[src/rtl/uart_rx_fifo.sv]
// rtl/uart_rx_fifo.sv - 16x-oversampled UART receiver (8N1, or 8E1 when PARITY_EN is defined) with FWFT byte FIFO
module uart_rx_fifo #(
  parameter int CLK_HZ     = 50_000_000,
  parameter int BAUD       = 9600,
  parameter int FIFO_DEPTH = 4
) (
  input  logic                          clk,
  input  logic                          reset,
  input  logic                          rxd,
  input  logic                          rd_en,
  input  logic                          clr_err,
  output logic [7:0]                    rx_data,
  output logic                          rx_valid,
  output logic [$clog2(FIFO_DEPTH):0]   rx_count,
  output logic                          overrun,
  output logic                          frame_err
);

  localparam int DIV = CLK_HZ / (BAUD * 16);
  localparam int TW  = (DIV > 1) ? $clog2(DIV) : 1;
  localparam int AW  = $clog2(FIFO_DEPTH);
  localparam int CW  = AW + 1;

  typedef enum logic [2:0] {
    IDLE   = 3'd0,
    START  = 3'd1,
    DATA   = 3'd2,
    STOP   = 3'd3,
    PARITY = 3'd4
  } state_t;

  logic          sync1_q, sync2_q, prev_q;
  logic [TW-1:0] tick_cnt_q, tick_cnt_d;
  logic          tick;
  state_t        state_q, state_d;
  logic [3:0]    samp_q, samp_d;
  logic [2:0]    idx_q, idx_d;
  logic [7:0]    shift_q, shift_d;
  logic          start_edge, push_req, ferr_set, parity_ok;

  logic [7:0]    mem_q [FIFO_DEPTH];
  logic [AW-1:0] wr_ptr_q, rd_ptr_q;
  logic [CW-1:0] count_q;
  logic          full, do_push, do_pop, ovr_set;

`ifdef PARITY_EN
  logic parity_bad_q, parity_bad_d;
  assign parity_ok = !parity_bad_q;
`else
  assign parity_ok = 1'b1;
`endif

  assign tick = (tick_cnt_q == TW'(DIV - 1));

  // Two-flop synchroniser plus previous-value flop for falling-edge detection
  always_ff @(posedge clk) begin
    if (reset) begin
      sync1_q <= 1'b1;
      sync2_q <= 1'b1;
      prev_q  <= 1'b1;
    end else begin
      sync1_q <= rxd;
      sync2_q <= sync1_q;
      prev_q  <= sync2_q;
    end
  end

  // Oversample tick divider, realigned to the start edge of each frame
  always_comb begin
    tick_cnt_d = tick_cnt_q + TW'(1);
    if (start_edge || tick) tick_cnt_d = '0;
  end

  // Receiver state and datapath registers
  always_ff @(posedge clk) begin
    if (reset) begin
      tick_cnt_q <= '0;
      state_q    <= IDLE;
      samp_q     <= '0;
      idx_q      <= '0;
      shift_q    <= '0;
`ifdef PARITY_EN
      parity_bad_q <= 1'b0;
`endif
    end else begin
      tick_cnt_q <= tick_cnt_d;
      state_q    <= state_d;
      samp_q     <= samp_d;
      idx_q      <= idx_d;
      shift_q    <= shift_d;
`ifdef PARITY_EN
      parity_bad_q <= parity_bad_d;
`endif
    end
  end

  // Frame deserialiser: mid-bit sampling, byte push or frame error at the stop bit
  always_comb begin
    state_d    = state_q;
    samp_d     = samp_q;
    idx_d      = idx_q;
    shift_d    = shift_q;
    start_edge = 1'b0;
    push_req   = 1'b0;
    ferr_set   = 1'b0;
`ifdef PARITY_EN
    parity_bad_d = parity_bad_q;
`endif
    case (state_q)
      IDLE: begin
        if (prev_q && !sync2_q) begin
          start_edge = 1'b1;
          state_d    = START;
          samp_d     = '0;
        end
      end
      START: begin
        if (tick) begin
          if (samp_q == 4'd7) begin
            samp_d = '0;
            if (sync2_q) begin
              state_d = IDLE;
            end else begin
              state_d = DATA;
              idx_d   = '0;
            end
          end else begin
            samp_d = samp_q + 4'd1;
          end
        end
      end
      DATA: begin
        if (tick) begin
          samp_d = samp_q + 4'd1;
          if (samp_q == 4'd15) begin
            shift_d[idx_q] = sync2_q;
            if (idx_q == 3'd7) begin
`ifdef PARITY_EN
              state_d = PARITY;
`else
              state_d = STOP;
`endif
            end else begin
              idx_d = idx_q + 3'd1;
            end
          end
        end
      end
`ifdef PARITY_EN
      PARITY: begin
        if (tick) begin
          samp_d = samp_q + 4'd1;
          if (samp_q == 4'd15) begin
            parity_bad_d = (sync2_q != (^shift_q));
            state_d      = STOP;
          end
        end
      end
`endif
      STOP: begin
        if (tick) begin
          samp_d = samp_q + 4'd1;
          if (samp_q == 4'd15) begin
            state_d = IDLE;
            if (sync2_q && parity_ok) push_req = 1'b1;
            else                      ferr_set = 1'b1;
          end
        end
      end
      default: state_d = IDLE;
    endcase
  end

  assign full    = (count_q == CW'(FIFO_DEPTH));
  assign do_pop  = rd_en && (count_q != '0);
  assign do_push = push_req && (!full || do_pop);
  assign ovr_set = push_req && full && !do_pop;

  // FIFO storage; empty slots are masked on the output so no reset is needed
  always_ff @(posedge clk) begin
    if (do_push) mem_q[wr_ptr_q] <= shift_q;
  end

  // FIFO pointers, occupancy and sticky error flags (set wins over clear)
  always_ff @(posedge clk) begin
    if (reset) begin
      wr_ptr_q  <= '0;
      rd_ptr_q  <= '0;
      count_q   <= '0;
      overrun   <= 1'b0;
      frame_err <= 1'b0;
    end else begin
      if (do_push) wr_ptr_q <= wr_ptr_q + AW'(1);
      if (do_pop)  rd_ptr_q <= rd_ptr_q + AW'(1);
      count_q <= count_q + CW'(do_push) - CW'(do_pop);
      if (ovr_set)      overrun <= 1'b1;
      else if (clr_err) overrun <= 1'b0;
      if (ferr_set)     frame_err <= 1'b1;
      else if (clr_err) frame_err <= 1'b0;
    end
  end

  assign rx_valid = (count_q != '0);
  assign rx_count = count_q;
  assign rx_data  = rx_valid ? mem_q[rd_ptr_q] : 8'h00;

endmodule

[config.mk]
export PLATFORM = sky130hd
export DESIGN_NAME = uart_rx_fifo
export DESIGN_NICKNAME = d
export VERILOG_FILES = /design/src/rtl/uart_rx_fifo.sv
export SDC_FILE = /design/constraint.sdc
export NUM_CORES = 1
export LEC_CHECK = 0
export BUFFER_PORTS_ARGS = -buffer_cell sky130_fd_sc_hd__buf_2
export CORE_ASPECT_RATIO = 0.6
export CORE_UTILIZATION = 55
export CTS_BUF_LIST = sky130_fd_sc_hd__clkbuf_8
export DETAILED_ROUTE_END_ITERATION = 12
export GPL_TIMING_DRIVEN = 0
export PLACE_DENSITY = 0.77
export SETUP_SLACK_MARGIN = 0.3
export SLEW_MARGIN = 20
export SYNTH_ARGS = -nofsm -noshare
export SYNTH_HDL_FRONTEND = slang
export SYNTH_SLANG_ARGS = --single-unit
[constraint.sdc]
create_clock -name clk -period 6.5 [get_ports clk]
set_input_delay 1.3 -clock clk [delete_from_list [all_inputs] [get_ports clk]]
set_output_delay 1.3 -clock clk [all_outputs]
set_load 0.05 [all_outputs]
==> flow_metrics.env <==
export IMPL_drc=0
export IMPL_relSlewSlack_pct=62.66
export IMPL_h_tree_depth=3
export IMPL_finalCritPeriodShare_pct=48.15
export IMPL_wl_per_cell_um=14.92
export IMPL_firstDrtPassIters=4
export IMPL_async_flop_share_pct=0
export IMPL_grtUsageTotal_pct=20.55
export IMPL_cap_violations=0
export IMPL_fin_ws_ns=3.370
export IMPL_period_needed_ns=3.130
export IMPL_synthFlopType="dfxtp_1"
export IMPL_r2r_slack_ns=3.85
export IMPL_timing_setup_tns_ns=0
export IMPL_numCtsBuffers=9
export IMPL_worstSetupPathType="flip-flop to output pin"
export IMPL_core_area_um2=5649
export IMPL_ir_drop_v=0.0003207
export IMPL_syn_inst=270
export IMPL_grt_max_degree=13
export IMPL_cts_buffer_depth=2
export IMPL_hpwlAfterDp_mm=3.977
export IMPL_finalHoldViolations=0
export IMPL_reg2reg_to="rx_count[2]"
export IMPL_power_density_nw_per_um2=327.5
export IMPL_gp_congestion=0.8918
export IMPL_final_instance_count_excl_fill=384
export IMPL_end_kind="output pin"
export IMPL_antenna_cells=0
export IMPL_n_fill_cell=435
export IMPL_cts_resized=0
export IMPL_synth_cell_types=47
export IMPL_synth_edff_count=32
export IMPL_r2r_start="samp_q[0]"
export IMPL_die_width_um=101.3
export IMPL_ioPinCount=19
export IMPL_cp_start_kind="flip-flop"
export IMPL_cts_setup_buffers=0
export IMPL_layout_drive_gt1_share_pct=20.72
export IMPL_fin_nets=316
export IMPL_synth_area_um2=3257
export IMPL_start_util_pct=57.65
export IMPL_outcome="finished clean"
export IMPL_syn_nets=287
export IMPL_clockRootBuffer="clkbuf_8"
export IMPL_grt_pass1_vias=1850
export IMPL_slew_viol_final=0
export IMPL_grt_pass1_wl_mm=9.280
export IMPL_ys_seq_area_share_pct=54.09
export IMPL_synth_common_cells="dfxtp_1 (40), edfxtp_1 (32), nor2_1 (18)"
export IMPL_grt_overflow_total=0
export IMPL_vias_per_cell=5.471
export IMPL_synth_area_leaders="edfxtp_1 (30%), dfxtp_1 (25%), mux4_2 (5.5%)"
export IMPL_ys_warnings_count=0
export IMPL_fin_area_um2=3681
export IMPL_io_buffer_count=18
export IMPL_setup_violations=0
export IMPL_antenna_found_initial=0
export IMPL_worst_slew_pin_slew_ns=0.5523
export IMPL_rsz0062_at_grt="no"
export IMPL_placed_cells=368
export IMPL_die_h_um=61.61
export IMPL_place_worst_setup_slack_ns=3.129
export IMPL_drtAntennaViolNets=0
export IMPL_worstSkewPairLatency_ns=0.34
export IMPL_drt_initial_drc_count=141
export IMPL_cts_tree="yes"
export IMPL_crit_arrival_ns=1.83
export IMPL_fp_dieArea_um2=6243
export IMPL_cts_clk_slew_worst_paths_ns=0.07
export IMPL_area_delta_synth_final_pct=13.02
export IMPL_yosysTopAreaCell="edfxtp_1"
export IMPL_fp_row_count=21
export IMPL_min_path_type="flip-flop to flip-flop"
export IMPL_vias=2101
export IMPL_crit_path_end="rx_data[4]"
export IMPL_cts_sinks=72
export IMPL_cp_max_fo=8
export IMPL_syn_avg_cell_area_um2=12.06
export IMPL_ff2ff_path_depth=12
export IMPL_drt_total_wl_mm=5.729
export IMPL_yosysMostFrequentCell="dfxtp_1"
export IMPL_place_area_um2=3447
export IMPL_max_freq_ghz=0.3195
export IMPL_hold_buffers=0
export IMPL_ys_ff_latch=72
export IMPL_yosysTopAreaCellShare_pct=29.50
export IMPL_critPathRequiredTime_ns=5.20
export IMPL_fin_skew_ns=0.01117
export IMPL_power_leakage_uw=0.001353
==> sequential cells by signal, indices dropped and copies added, names as in the netlist, 3 cells and up, named ones only <==
name / flops
mem_q: 32
idx_q: 3
rx_count: 3
tick_cnt_q: 9
samp_q: 4
shift_q: 8
==> worst max-delay path, cell delays in order (launching register included) <==
cell and delay, ns:
dfxtp_1 0.32, buf_2 0.28, mux4_2 0.53, and2_1 0.17
buf_2 0.20
==> layout make-up <==
type | count | area, um2 | area share [%]
Sequential cell | 72 | 1762 | 47.86
Multi-Input combinational cell | 178 | 1414 | 38.41
Clock buffer | 9 | 123.9 | 3.365
Clock inverter | 7 | 110.1 | 2.991
Tap cell | 80 | 100.1 | 2.719
Timing Repair Buffer | 18 | 90.09 | 2.447
Buffer | 11 | 47.55 | 1.292
Inverter | 9 | 33.78 | 0.9177
==> metrics by stage <==
| step | power (uW) | util (%) | hold WS (ns) |
|---|---|---|---|
| after global placement | 804.6 | 61.02 | 0.3918 |
| after floorplan | 747.0 | - | 0.3895 |
| after detailed placement | 806.2 | 61.02 | 0.3990 |
| after CTS | 1217 | 65.16 | 0.4167 |
| after global routing | 1266 | 65.16 | 0.4322 |
| final | 1206 | 65.16 | 0.4161 |
==> placed cells by master, fill, tap and decap left out, drive strengths merged, types with 4 or more instances in the layout <==
cell / instances
dfxtp: 40
edfxtp: 32
buf: 21
nor2: 18
clkbuf: 17
a21oi: 14
nand3: 12
o21ai: 11
ha: 11
inv: 11
and2: 10
nand2b: 10
mux4: 8
and3: 8
nand4: 7
nor2b: 7
xor2: 7
xnor2: 5
nand2: 5
mux2i: 5
or2: 4
nor4b: 4
==> cells by family (layout without fill, tap and decap cells) <==
kind of cell | Yosys count | after routing | share of synthesized area (%)
AO/OA/AOI/OAI | 34 | 34 | 6.493
XOR/XNOR | 12 | 12 | 3.227
adder cells (fa/ha/maj) | 12 | 12 | 4.841
buffers and inverters | 20 | 54 | 2.497
flip-flops | 72 | 72 | 54.09
multiplexers | 13 | 13 | 7.069
AND/OR/NAND/NOR | 107 | 107 | 21.78
==> power by group <==
| part | switching (uW) | internal (uW) | total (uW) |
|---|---|---|---|
| clock network | 159 | 252 | 411 |
| registers | 17.6 | 487 | 505 |
| logic | 199 | 90.5 | 289 |
| total | 376 | 830 | 1210 |
==> worst min path at each step <==
stage                     startpoint      end  slack [ns]  cells past startpoint
after global placement       sync1_q  sync2_q        0.39                      1
after detailed placement     sync1_q  sync2_q        0.40                      1
after global routing         sync1_q  sync2_q        0.43                      1
final                        sync1_q  sync2_q        0.42                      1
after CTS                    sync1_q  sync2_q        0.42                      1
after floorplan              sync1_q  sync2_q        0.39                      1
==> per-layer routing <==
layer	part of all wire (%)	track usage, %	up-vias
li1	-	-	1044
met2	42	28.47	33
met4	0.63	6.832	0
met3	3.2	5.902	4
met1	55	30.80	1020
met5	0	0	-
No activity file was read; power rests on OpenSTA's default activity.
